[src/rtl/frat_multiway.sv]
// -----------------------------------------------------------------------------
// frat_multiway
// Front-end register alias table for the out-of-order MIPS core. It renames up
// to WAYS instructions per cycle. It bypasses tags produced inside the same
// group. It returns the previous rd mapping so that commit can free it. On a
// flush it reloads the map from the retirement RAT.
//
// Optional build macro: FRAT_CKPT_EN. It adds one branch checkpoint (a shadow
// table) with the ports ckpt_save, ckpt_slot and ckpt_restore.
//
// Ports
//   CLK, RESET_N        clock and asynchronous active-low reset
//   flush, rrat_backup  recovery request and committed map (entry i at i*PREG_W)
//   in_valid/in_ready   decode group handshake
//   way_valid, dst_we   per-slot presence and rd-write flags
//   rs/rt/rd_arch       architectural indices, packed per slot
//   fl_valid, fl_preg   free-list tags offered per slot
//   fl_pop              per-slot free-list consume (same cycle as accept)
//   out_valid/out_ready renamed group handshake (one-cycle latency)
//   out_way_valid, out_rs_p, out_rt_p, out_rd_p, out_old_rd_p  renamed group
// -----------------------------------------------------------------------------
module frat_multiway #(
    parameter int NUM_ARCH = 34,
    parameter int ARCH_W   = 6,
    parameter int PREG_W   = 6,
    parameter int WAYS     = 2
) (
    input  logic                       CLK,
    input  logic                       RESET_N,
    input  logic                       flush,
    input  logic [NUM_ARCH*PREG_W-1:0] rrat_backup,
    input  logic                       in_valid,
    output logic                       in_ready,
    input  logic [WAYS-1:0]            way_valid,
    input  logic [WAYS-1:0]            dst_we,
    input  logic [WAYS*ARCH_W-1:0]     rs_arch,
    input  logic [WAYS*ARCH_W-1:0]     rt_arch,
    input  logic [WAYS*ARCH_W-1:0]     rd_arch,
    input  logic [WAYS-1:0]            fl_valid,
    input  logic [WAYS*PREG_W-1:0]     fl_preg,
    output logic [WAYS-1:0]            fl_pop,
`ifdef FRAT_CKPT_EN
    input  logic                       ckpt_save,
    input  logic [WAYS-1:0]            ckpt_slot,
    input  logic                       ckpt_restore,
`endif
    output logic                       out_valid,
    input  logic                       out_ready,
    output logic [WAYS-1:0]            out_way_valid,
    output logic [WAYS*PREG_W-1:0]     out_rs_p,
    output logic [WAYS*PREG_W-1:0]     out_rt_p,
    output logic [WAYS*PREG_W-1:0]     out_rd_p,
    output logic [WAYS*PREG_W-1:0]     out_old_rd_p
);

    localparam logic [ARCH_W:0] ARCH_LIM = (ARCH_W+1)'(NUM_ARCH);

    logic [PREG_W-1:0] table_r     [NUM_ARCH];
    logic [PREG_W-1:0] table_nxt_s [NUM_ARCH];

    logic [ARCH_W-1:0] rs_a_s [WAYS];
    logic [ARCH_W-1:0] rt_a_s [WAYS];
    logic [ARCH_W-1:0] rd_a_s [WAYS];
    logic [PREG_W-1:0] fl_s   [WAYS];
    logic [PREG_W-1:0] rs_p_s [WAYS];
    logic [PREG_W-1:0] rt_p_s [WAYS];
    logic [PREG_W-1:0] old_s  [WAYS];
    logic [PREG_W-1:0] rd_p_s [WAYS];
    logic [WAYS-1:0]   need_s;
    logic              in_ready_s;
    logic              accept_s;

    logic                   out_valid_r;
    logic [WAYS-1:0]        out_way_valid_r;
    logic [WAYS*PREG_W-1:0] out_rs_p_r;
    logic [WAYS*PREG_W-1:0] out_rt_p_r;
    logic [WAYS*PREG_W-1:0] out_rd_p_r;
    logic [WAYS*PREG_W-1:0] out_old_rd_p_r;

`ifdef FRAT_CKPT_EN
    logic [PREG_W-1:0] shadow_r   [NUM_ARCH];
    logic [PREG_W-1:0] ckpt_tab_s [NUM_ARCH];
    logic [WAYS-1:0]   ckpt_upto_s;
`endif

    // Indices beyond the architectural range read as tag 0.
    function automatic logic in_range(input logic [ARCH_W-1:0] a);
        return ({1'b0, a} < ARCH_LIM);
    endfunction

    // Unpack the per-slot fields and work out which slots allocate a new tag.
    always_comb begin
        for (int j = 0; j < WAYS; j++) begin
            rs_a_s[j] = rs_arch[j*ARCH_W +: ARCH_W];
            rt_a_s[j] = rt_arch[j*ARCH_W +: ARCH_W];
            rd_a_s[j] = rd_arch[j*ARCH_W +: ARCH_W];
            fl_s[j]   = fl_preg[j*PREG_W +: PREG_W];
            need_s[j] = way_valid[j] && dst_we[j] && (rd_a_s[j] != {ARCH_W{1'b0}});
        end
    end

    // Source and old-rd lookup. Scanning older slots upward lets the youngest
    // earlier writer win the bypass.
    always_comb begin
        for (int j = 0; j < WAYS; j++) begin
            rs_p_s[j] = in_range(rs_a_s[j]) ? table_r[rs_a_s[j]] : {PREG_W{1'b0}};
            rt_p_s[j] = in_range(rt_a_s[j]) ? table_r[rt_a_s[j]] : {PREG_W{1'b0}};
            old_s[j]  = in_range(rd_a_s[j]) ? table_r[rd_a_s[j]] : {PREG_W{1'b0}};
            for (int k = 0; k < j; k++) begin
                rs_p_s[j] = (need_s[k] && rd_a_s[k] == rs_a_s[j]) ? fl_s[k] : rs_p_s[j];
                rt_p_s[j] = (need_s[k] && rd_a_s[k] == rt_a_s[j]) ? fl_s[k] : rt_p_s[j];
                old_s[j]  = (need_s[k] && rd_a_s[k] == rd_a_s[j]) ? fl_s[k] : old_s[j];
            end
            rd_p_s[j] = need_s[j] ? fl_s[j] : old_s[j];
        end
    end

    // Next table contents after the group. The last matching slot wins per register.
    always_comb begin
        for (int r = 0; r < NUM_ARCH; r++) begin
            table_nxt_s[r] = table_r[r];
            for (int j = 0; j < WAYS; j++) begin
                table_nxt_s[r] = (need_s[j] && rd_a_s[j] == ARCH_W'(r)) ? fl_s[j]
                                                                         : table_nxt_s[r];
            end
        end
    end

`ifdef FRAT_CKPT_EN
    // Checkpoint image: apply only the slots at or before the marked branch slot.
    always_comb begin
        for (int j = 0; j < WAYS; j++) begin
            ckpt_upto_s[j] = |(ckpt_slot >> j);
        end
        for (int r = 0; r < NUM_ARCH; r++) begin
            ckpt_tab_s[r] = table_r[r];
            for (int j = 0; j < WAYS; j++) begin
                ckpt_tab_s[r] = (ckpt_upto_s[j] && need_s[j] && rd_a_s[j] == ARCH_W'(r))
                                ? fl_s[j] : ckpt_tab_s[r];
            end
        end
    end
`endif

    // Accept only when every allocating slot has a free tag and the output
    // stage is free or draining. Recovery cycles accept nothing.
    always_comb begin
        in_ready_s = RESET_N && !flush && (!out_valid_r || out_ready)
                     && (&(~need_s | fl_valid));
`ifdef FRAT_CKPT_EN
        in_ready_s = in_ready_s && !ckpt_restore;
`endif
        accept_s = in_valid && in_ready_s;
    end

    assign in_ready = in_ready_s;
    assign fl_pop   = {WAYS{accept_s}} & need_s;

    // Map table and output stage. Flush has top priority, then checkpoint
    // restore, then accept.
    always_ff @(posedge CLK or negedge RESET_N) begin
        if (!RESET_N) begin
            for (int i = 0; i < NUM_ARCH; i++) begin
                table_r[i] <= PREG_W'(i);
            end
            out_valid_r     <= 1'b0;
            out_way_valid_r <= {WAYS{1'b0}};
            out_rs_p_r      <= {(WAYS*PREG_W){1'b0}};
            out_rt_p_r      <= {(WAYS*PREG_W){1'b0}};
            out_rd_p_r      <= {(WAYS*PREG_W){1'b0}};
            out_old_rd_p_r  <= {(WAYS*PREG_W){1'b0}};
        end else if (flush) begin
            for (int i = 0; i < NUM_ARCH; i++) begin
                table_r[i] <= rrat_backup[i*PREG_W +: PREG_W];
            end
            out_valid_r <= 1'b0;
`ifdef FRAT_CKPT_EN
        end else if (ckpt_restore) begin
            table_r     <= shadow_r;
            out_valid_r <= 1'b0;
`endif
        end else if (accept_s) begin
            table_r         <= table_nxt_s;
            out_valid_r     <= 1'b1;
            out_way_valid_r <= way_valid;
            for (int j = 0; j < WAYS; j++) begin
                out_rs_p_r[j*PREG_W +: PREG_W]     <= rs_p_s[j];
                out_rt_p_r[j*PREG_W +: PREG_W]     <= rt_p_s[j];
                out_rd_p_r[j*PREG_W +: PREG_W]     <= rd_p_s[j];
                out_old_rd_p_r[j*PREG_W +: PREG_W] <= old_s[j];
            end
        end else if (out_ready) begin
            out_valid_r <= 1'b0;
        end else begin
            out_valid_r <= out_valid_r;
        end
    end

`ifdef FRAT_CKPT_EN
    // Shadow table capture for branch recovery.
    always_ff @(posedge CLK or negedge RESET_N) begin
        if (!RESET_N) begin
            for (int i = 0; i < NUM_ARCH; i++) begin
                shadow_r[i] <= PREG_W'(i);
            end
        end else if (accept_s && ckpt_save) begin
            shadow_r <= ckpt_tab_s;
        end else begin
            shadow_r <= shadow_r;
        end
    end
`endif

    assign out_valid     = out_valid_r;
    assign out_way_valid = out_way_valid_r;
    assign out_rs_p      = out_rs_p_r;
    assign out_rt_p      = out_rt_p_r;
    assign out_rd_p      = out_rd_p_r;
    assign out_old_rd_p  = out_old_rd_p_r;

endmodule

[config.mk]
export PLATFORM = sky130hd
export DESIGN_NAME = frat_multiway
export DESIGN_NICKNAME = d
export VERILOG_FILES = /design/src/rtl/frat_multiway.sv
export SDC_FILE = /design/constraint.sdc
export NUM_CORES = 1
export LEC_CHECK = 0
export BUFFER_PORTS_ARGS = -buffer_cell sky130_fd_sc_hd__buf_2
export CORE_MARGIN = 2
export CORE_UTILIZATION = 49
export DETAILED_ROUTE_END_ITERATION = 6
export PLACE_DENSITY = 0.67
export SLEW_MARGIN = 15
export SYNTH_ARGS = -nofsm -noshare
export SYNTH_HDL_FRONTEND = slang
export SYNTH_SLANG_ARGS = --single-unit
[constraint.sdc]
create_clock -name CLK -period 2.36 [get_ports CLK]
set_input_delay 0.118 -clock CLK [delete_from_list [all_inputs] [get_ports CLK]]
set_output_delay 0.118 -clock CLK [all_outputs]
set_load 0.02 [all_outputs]
==> reports/qor.txt, run 1 <==
CORE AREA: 0.05017 mm^2
Die Y: 229.4 um
global route overflow: 0
Worst EP arrival: 2260 ps
power density cells: 551.3 mW/mm^2
Finished Cell Area: 0.03254 mm^2
post-route ant nets: 0
clk buf depth: 3
post-synthesis cell type count: 68
largest stage delay on the critical path: 380 ps
Slew Limit Fails: 0
P_sw: 6.649 mW
Async SR Flop Fraction: 100.0%
Avg Vias per Cell: 7.015
die area: 0.05264 mm^2
Hold Violations, Final: 0
sw frac: 37.06%
max_cap viols: 0
Final Critical Period: 2376 ps
H-tree levels: 1
gp weighted congestion: 1.149
worst endpoint required time: 2240 ps
status: finished, violations left
Layout Nets: 3198
most frequent cells in the layout: nand2_1 (316), buf_2 (306), mux4_2 (302)
vias in the first global route: 25100
Clk Tree Root Cell: clkbuf_16
share of layout cells above drive strength 1: 45.55%
RSZ-0062 raised after global routing: yes
combinational fraction of design power: 37.7%
Fin Clk Skew: 34.93 ps
Worst Max-Slew Pin Slew: 952.7 ps
f_max: 421.0 MHz
post-route DRC violation count: 2
Tot Pwr: 17.94 mW
crit start category: flop
Worst path top cell family by delay: simple AND/OR/NAND/NOR gates
WHS: 3.941 ps
pre-CTS WS: -513.0 ps
critical-path maximum fanout: 7
initial DRC count: 3720
worst-skew pair later-pin latency: 610 ps
area delta synth->final: 30.69%
CP cell instances: nand2b_1 -> and4b_2 -> buf_4 -> o21ai_2 -> buf_4 -> nor2_1 -> buf_4 -> buf_4
Mean Syn Cell Area: 10.81 um^2
width of the die: 229.4 um
final setup violation count: 2
register area share after synthesis: 26.04%
Slew HR: 36.48%
Placed Area: 0.02933 mm^2
global-route wire length before repair: 175100 um
clk sink count: 255
GRT Util Overall: 45.71%
sequential share of power: 35.9%
drt first pass iters: 7
Buf/Inv on CP: 4
final worst slack: -15.56 ps
Num CTS Buffers: 28
Initial Utilization: 49.63%
HPWL Detailed: 91710 um
post-route setup TNS: -19.21 ps
period utilization: 100.7%
Post-Syn Nets: 2566
Leak Pwr: 13.82 nW
ys flop type: dfrtp_1
Max VDD drop: 0.0005918 V
Crit Path Class: flop to output port
WL/cell: 33.62 um
CTS tree: yes
Port Buf Inserts: 316
final wirelength: 122100 um
Post-Syn Instances: 2303
initial antenna violation count: 7
Mapped Area: 0.02490 mm^2
critical path's most frequent cell: buf_4
EDFF count, synth: 0
number of vias in the routed layout: 25480
Clk network pwr share: 26.4%
Top Ports: 317
clk slew on worst S/H paths: 70 ps
CP endpoint kind: output port
site row count: 82
failing checks: DRC, setup timing
min-delay worst type: input port to flop
largest net degree at the start of global routing: 173
Syn. warnings: 0
Yosys reg bits: 255
most common cell after layout, fill and taps aside: nand2_1
CP max stage cell: and4b_2
Pint: 11.29 mW
==> cell type report <==
cell class                 instances  area, um^2
clock inverter                     9       103.9
clock buffer                      43       858.3
timing repair buffer             834        6606
tap                              672       840.8
multi-input combinational       1809       17600
sequential                       255        6500
fill                            3816       17630
inverter                           7       26.28
antenna                            3       7.507
==> power by group through the flow <==
stage | combinational (mW) | sequential (mW) | clock (mW)
after floorplan | 3.52 | 5.99 | 0
after global placement | 6.14 | 6.28 | 0
after detailed placement | 6.24 | 6.34 | 0
after CTS | 6.53 | 6.27 | 4.73
after global routing | 7.02 | 6.43 | 4.95
final | 6.77 | 6.44 | 4.73
==> state kept, by name (all words and copies together), names as in the netlist <==
signal and cells:
out_valid 1, out_rt_p 12, out_way_valid 2, out_old_rd_p 12
out_rs_p 12, table_r 204, out_rd_p 12
==> routing by layer <==
layer | track usage (%) | part of all wire, %
met5 | 0 | 0.059
met4 | 21.00 | 5.7
met3 | 17.09 | 15
met2 | 66.25 | 42
met1 | 60.79 | 37
==> final timing paths <==
| check | startpoint | end | slack (ps) | cells past startpoint |
|---|---|---|---|---|
| setup / recovery | out_valid$_DFFE_PN0P_ | fl_pop[1] | -20 | 8 |
| setup reg to reg | table_r[167]$_DFFE_PN0P_ | out_old_rd_p[11]$_DFFE_PN0P_ | 0 | 6 |
| hold / removal | rt_arch[11] | out_rt_p[7]$_DFFE_PN0P_ | 4 | 3 |
| hold reg to reg | out_way_valid[1]$_DFFE_PN0P_ | out_way_valid[1]$_DFFE_PN0P_ | 470 | 2 |
| max in group asynchronous | RESET_N | table_r[66]$_DFFE_PN0P_ | 580 | 4 |
| min in group asynchronous | RESET_N | table_r[177]$_DFFE_PN0P_ | 250 | 3 |
==> logic make-up (layout without fill, tap and decap cells) <==
kind of cell | Yosys count | in the layout | synth area share [%]
buf+inv | 239 | 893 | 3.889
compound gates | 435 | 435 | 10.47
xor+xnor | 18 | 18 | 0.6331
other cells | 0 | 3 | 0
flops | 255 | 255 | 26.04
mux | 826 | 826 | 49.51
simple gates | 530 | 530 | 9.457
==> synth_stat cells, drive strengths merged (3+ instances only) <==
cell	n	area share, %
nor4	7	0.18
a221oi	5	0.18
a2bb2oi	5	0.18
o21ai	238	4.8
buf	78	1.5
o211ai	7	0.21
a211oi	9	0.27
clkbuf	154	2.3
nand2b	23	0.58
a32oi	4	0.14
and3	3	0.075
a21oi	48	0.96
a222oi	6	0.24
o22ai	26	0.65
a22oi	22	0.66
o311ai	12	0.49
mux4	302	27
nand2	317	4.8
nor3	20	0.42
o21bai	4	0.15
xnor2	14	0.49
o21a	3	0.090
mux2i	299	12
a31oi	14	0.35
and2	10	0.25
or3	4	0.10
a2111oi	6	0.22
inv	7	0.11
a21o	13	0.39
nand4	9	0.23
dfrtp	172	17
mux2	225	10
nand3	27	0.54
and4b	4	0.16
dfstp	83	8.8
xor2	4	0.14
nor2	64	0.96
or2	5	0.13
nor2b	26	0.65
==> timing repair <==
action | CTS | global route
cloned | 1 | 1
hold buffers | 195 | 0
hold endpoints to repair | 235 | 0
resized for setup | 22 | 31
buffers inserted | 0 | 6
endpoints found under the setup margin | 39 | 81
pin swaps | 1 | 4
==> through the flow <==
stage | cells | utilization (%)
3_5_place_dp | 3374 | 58.46
3_3_place_gp | 3374 | 58.46
5_1_grt | 3629 | 64.85
6_report | 3632 | 64.86
4_1_cts | 3622 | 64.49
2_1_floorplan | 2303 | -
==> worst register-to-register path: cells and delay by family, from the launching register on <==
family / cells / cell delay, ps
AO/OA/AOI/OAI: 2 / 550
multiplexers: 2 / 1020
AND/OR/NAND/NOR: 2 / 180
flip-flops: 1 / 500
No activity file was read; power rests on OpenSTA's default activity.
==> inputs of run 2 (changes only) <==
Settings changed: CAP_MARGIN from default to 20, MAX_ROUTING_LAYER from default to met4.
==> run 2 against run 1 <==
Compared with the run above:
- the flow finishes with violations (setup timing)
- die area is the same
- worst setup slack better by 14 ps
- sequential cell count unchanged
- combinational power barely moved
- clock power rose by 7.4%
- cell count up 0.36%
- core utilization up 0.70 points
- non-clock buffer count is 10 higher
- fmax is 0.60% higher
- critical path type is now flop to flop
- critical endpoint is now out_rd_p[4]$_DFFE_PN0P_
==> reports/qor.txt, run 2 (synthesized netlist as in run 1, its figures left out) <==
initial DRC count: 3616 (-2.8%)
global-route wire length before repair: 176800 um (+1.0%)
share of layout cells above drive strength 1: 45.94% (+0.39 points)
Final Critical Period: 2361 ps (-14.10 ps)
combinational fraction of design power: 36.8% (-0.9 points)
Final Util: 65.57% (+0.70 points)
number of vias in the routed layout: 25570 (+0.36%)
Leak Pwr: 13.95 nW (+0.96%)
Pint: 11.58 mW (+2.6%)
period utilization: 100.1% (-0.60 points)
CP max stage cell: dfrtp_1
DRT met1 WL: 46120 um (+2.4%)
final setup violation count: 1 (-1)
Hold Violations, Final: 0 (unchanged)
critical-path maximum fanout: 6 (-1)
min-delay worst type: input port to flop
sequential share of power: 35.4% (-0.5 points)
worst endpoint required time: 2830 ps (+590 ps)
clk slew on worst S/H paths: 60 ps (about the same)
area delta synth->final: 32.11%
GRT Util Overall: 47.79% (+2.1 points)
vias in the first global route: 25240 (+0.53%)
CP endpoint kind: flop
WHS: 6.333 ps (+2.392 ps)
# fillers: 3782 (-0.89%)
Clk Tree Root Cell: clkbuf_16
site row count: 82 (unchanged)
reg-to-reg startpoint: table_r[178]$_DFFE_PN0P_
largest register by flop count: table_r
Fin Clk Skew: 46.50 ps (+11.57 ps)
Worst path top cell family by delay: multiplexers
largest stage delay on the critical path: 550 ps (+170 ps)
met2 WL: 51590 um (+0.40%)
Port Buf Inserts: 316 (unchanged)
Crit Path Class: flop to flop
most common cell after layout, fill and taps aside: nand2_1
Slew HR: 36.75% (+0.27 points)
max_cap viols: 0 (unchanged)
worst-skew pair later-pin latency: 630 ps (+20 ps)
status: finished, violations left
global route overflow: 0 (unchanged)
Num CTS Buffers: 30 (+7.1%)
failing checks: setup timing
post-route DRC violation count: 0 (-2)
drt first pass iters: 6 (-1)
post-route ant nets: 0 (unchanged)
Die Y: 229.4 um (unchanged)
Layout Nets: 3210 (+0.38%)
H-tree levels: 1 (unchanged)
Worst Max-Slew Pin Slew: 948.7 ps (-4.034 ps)
crit start category: flop
Initial Utilization: 49.63% (unchanged)
WHS Endpoint: table_r[0]$_DFFE_PN1P_
width of the die: 229.4 um (unchanged)
WHS Path Cells: 4 (+1)
Avg Vias per Cell: 7.015 (about the same)
worst r2r dst: out_rd_p[4]$_DFFE_PN0P_
FF-to-FF path depth: 7 (+1)
WL/cell: 33.97 um (+1.0%)
clk sink count: 255 (unchanged)
Buf/Inv on CP: 2 (-2)
f_max: 423.5 MHz (+0.60%)
Reg2Reg Setup Slack: -1 ps (about the same)
CORE AREA: 0.05017 mm^2 (unchanged)
P_sw: 6.752 mW (+1.5%)
CP cell instances: mux4_2 -> mux2i_1 -> buf_4 -> o22ai_1 -> a2111oi_4 -> buf_4 -> a21oi_1
Max VDD drop: 0.0005774 V (-2.4%)
Worst EP arrival: 2830 ps (+570 ps)
Top Ports: 317 (unchanged)
largest net degree at the start of global routing: 149 (-14%)
WL met3: 18160 um (-2.4%)
final worst slack: -1.460 ps (+14.10 ps)
CTS tree: yes
gp weighted congestion: 1.105 (-3.9%)
Slew Limit Fails: 0 (unchanged)
final wirelength: 123800 um (+1.4%)
initial antenna violation count: 3 (-4)
HPWL Detailed: 93330 um (+1.8%)
critical path's most frequent cell: buf_4
max reg flops: 204 (unchanged)
sw frac: 36.83% (-0.23 points)
die area: 0.05264 mm^2 (unchanged)
most frequent cells in the layout: nand2_1 (316), buf_2 (306), mux4_2 (302)
HP Start: rrat_backup[198]
uppermost routed layer: met4
Clk network pwr share: 27.7% (+1.3 points)
clk buf depth: 3 (unchanged)
Tot Pwr: 18.33 mW (+2.2%)
power density cells: 557.3 mW/mm^2 (+1.1%)
-- run 2: cell type report --
class | instances | area (um^2) | area share, %
sequential | 255 | 6514 | 19.80
clock inverter | 16 | 219.0 | 0.6656
tap | 672 | 840.8 | 2.556
inverter | 7 | 26.28 | 0.07988
multi-input combinational | 1809 | 17620 | 53.58
clock buffer | 40 | 848.3 | 2.579
antenna | 2 | 5.005 | 0.01521
timing repair buffer | 844 | 6818 | 20.73
-- run 2: tightest hold or removal path, delay by kind of cell --
kind                   cells  cell delay (ps)
multiplexers               1              170
buffers and inverters      1               80
AO/OA/AOI/OAI              1              130
AND/OR/NAND/NOR            1               60
-- run 2: power by group through the flow --
stage	clock network, mW	logic, mW	registers (mW)
floorplan	0	3.52	5.99
global placement	0	6.13	6.34
detailed placement	0	6.22	6.39
CTS	5.10	6.54	6.32
global route	5.27	7.01	6.48
finish	5.08	6.75	6.50
-- run 2: how the worst max path moves through the flow --
stage	start	slack, ps	cells after the start	end
after global routing	table_r[186]$_DFFE_PN0P_	-20	6	out_rt_p[6]$_DFFE_PN0P_
after detailed placement	rd_arch[3]	-590	9	out_rd_p[2]$_DFFE_PN0P_
after CTS	table_r[127]$_DFFE_PN0P_	4	6	out_old_rd_p[7]$_DFFE_PN0P_
after global placement	rd_arch[3]	-550	9	out_rd_p[2]$_DFFE_PN0P_
after floorplan	rs_arch[0]	40	8	out_rs_p[5]$_DFFE_PN0P_
final	table_r[178]$_DFFE_PN0P_	-1	7	out_rd_p[4]$_DFFE_PN0P_
-- run 2: per-stage QoR --
| step | setup TNS (ps) | worst slack [ps] | instance area, um^2 | std cells |
|---|---|---|---|---|
| finish | -1.460 | -1.460 | 32900 | 3645 |
| global placement | -7863 | -546.0 | 29410 | 3372 |
| global route | -53.14 | -20.39 | 32900 | 3645 |
| CTS | 0 | 3.715 | 32700 | 3638 |
| detailed placement | -9714 | -592.5 | 29410 | 3372 |
| floorplan | 0 | 40.56 | 24910 | 2303 |
-- run 2: per-layer routing --
metal / vias up / GRT usage (%)
li1: 10210 / -
met1: 12680 / 62.98
met2: 2251 / 66.26
met3: 429 / 14.93
met4: 0 / 24.09
met5: - / -
-- run 2: timing repair --
item / in CTS / in global routing
endpoints found under the hold margin: 240 / 0
gates resized for setup: 20 / 47
hold buffers: 203 / 0
setup endpoints to repair: 11 / 44
setup buffers: 5 / 5
cloned: 2 / 0
pin swaps: 2 / 4
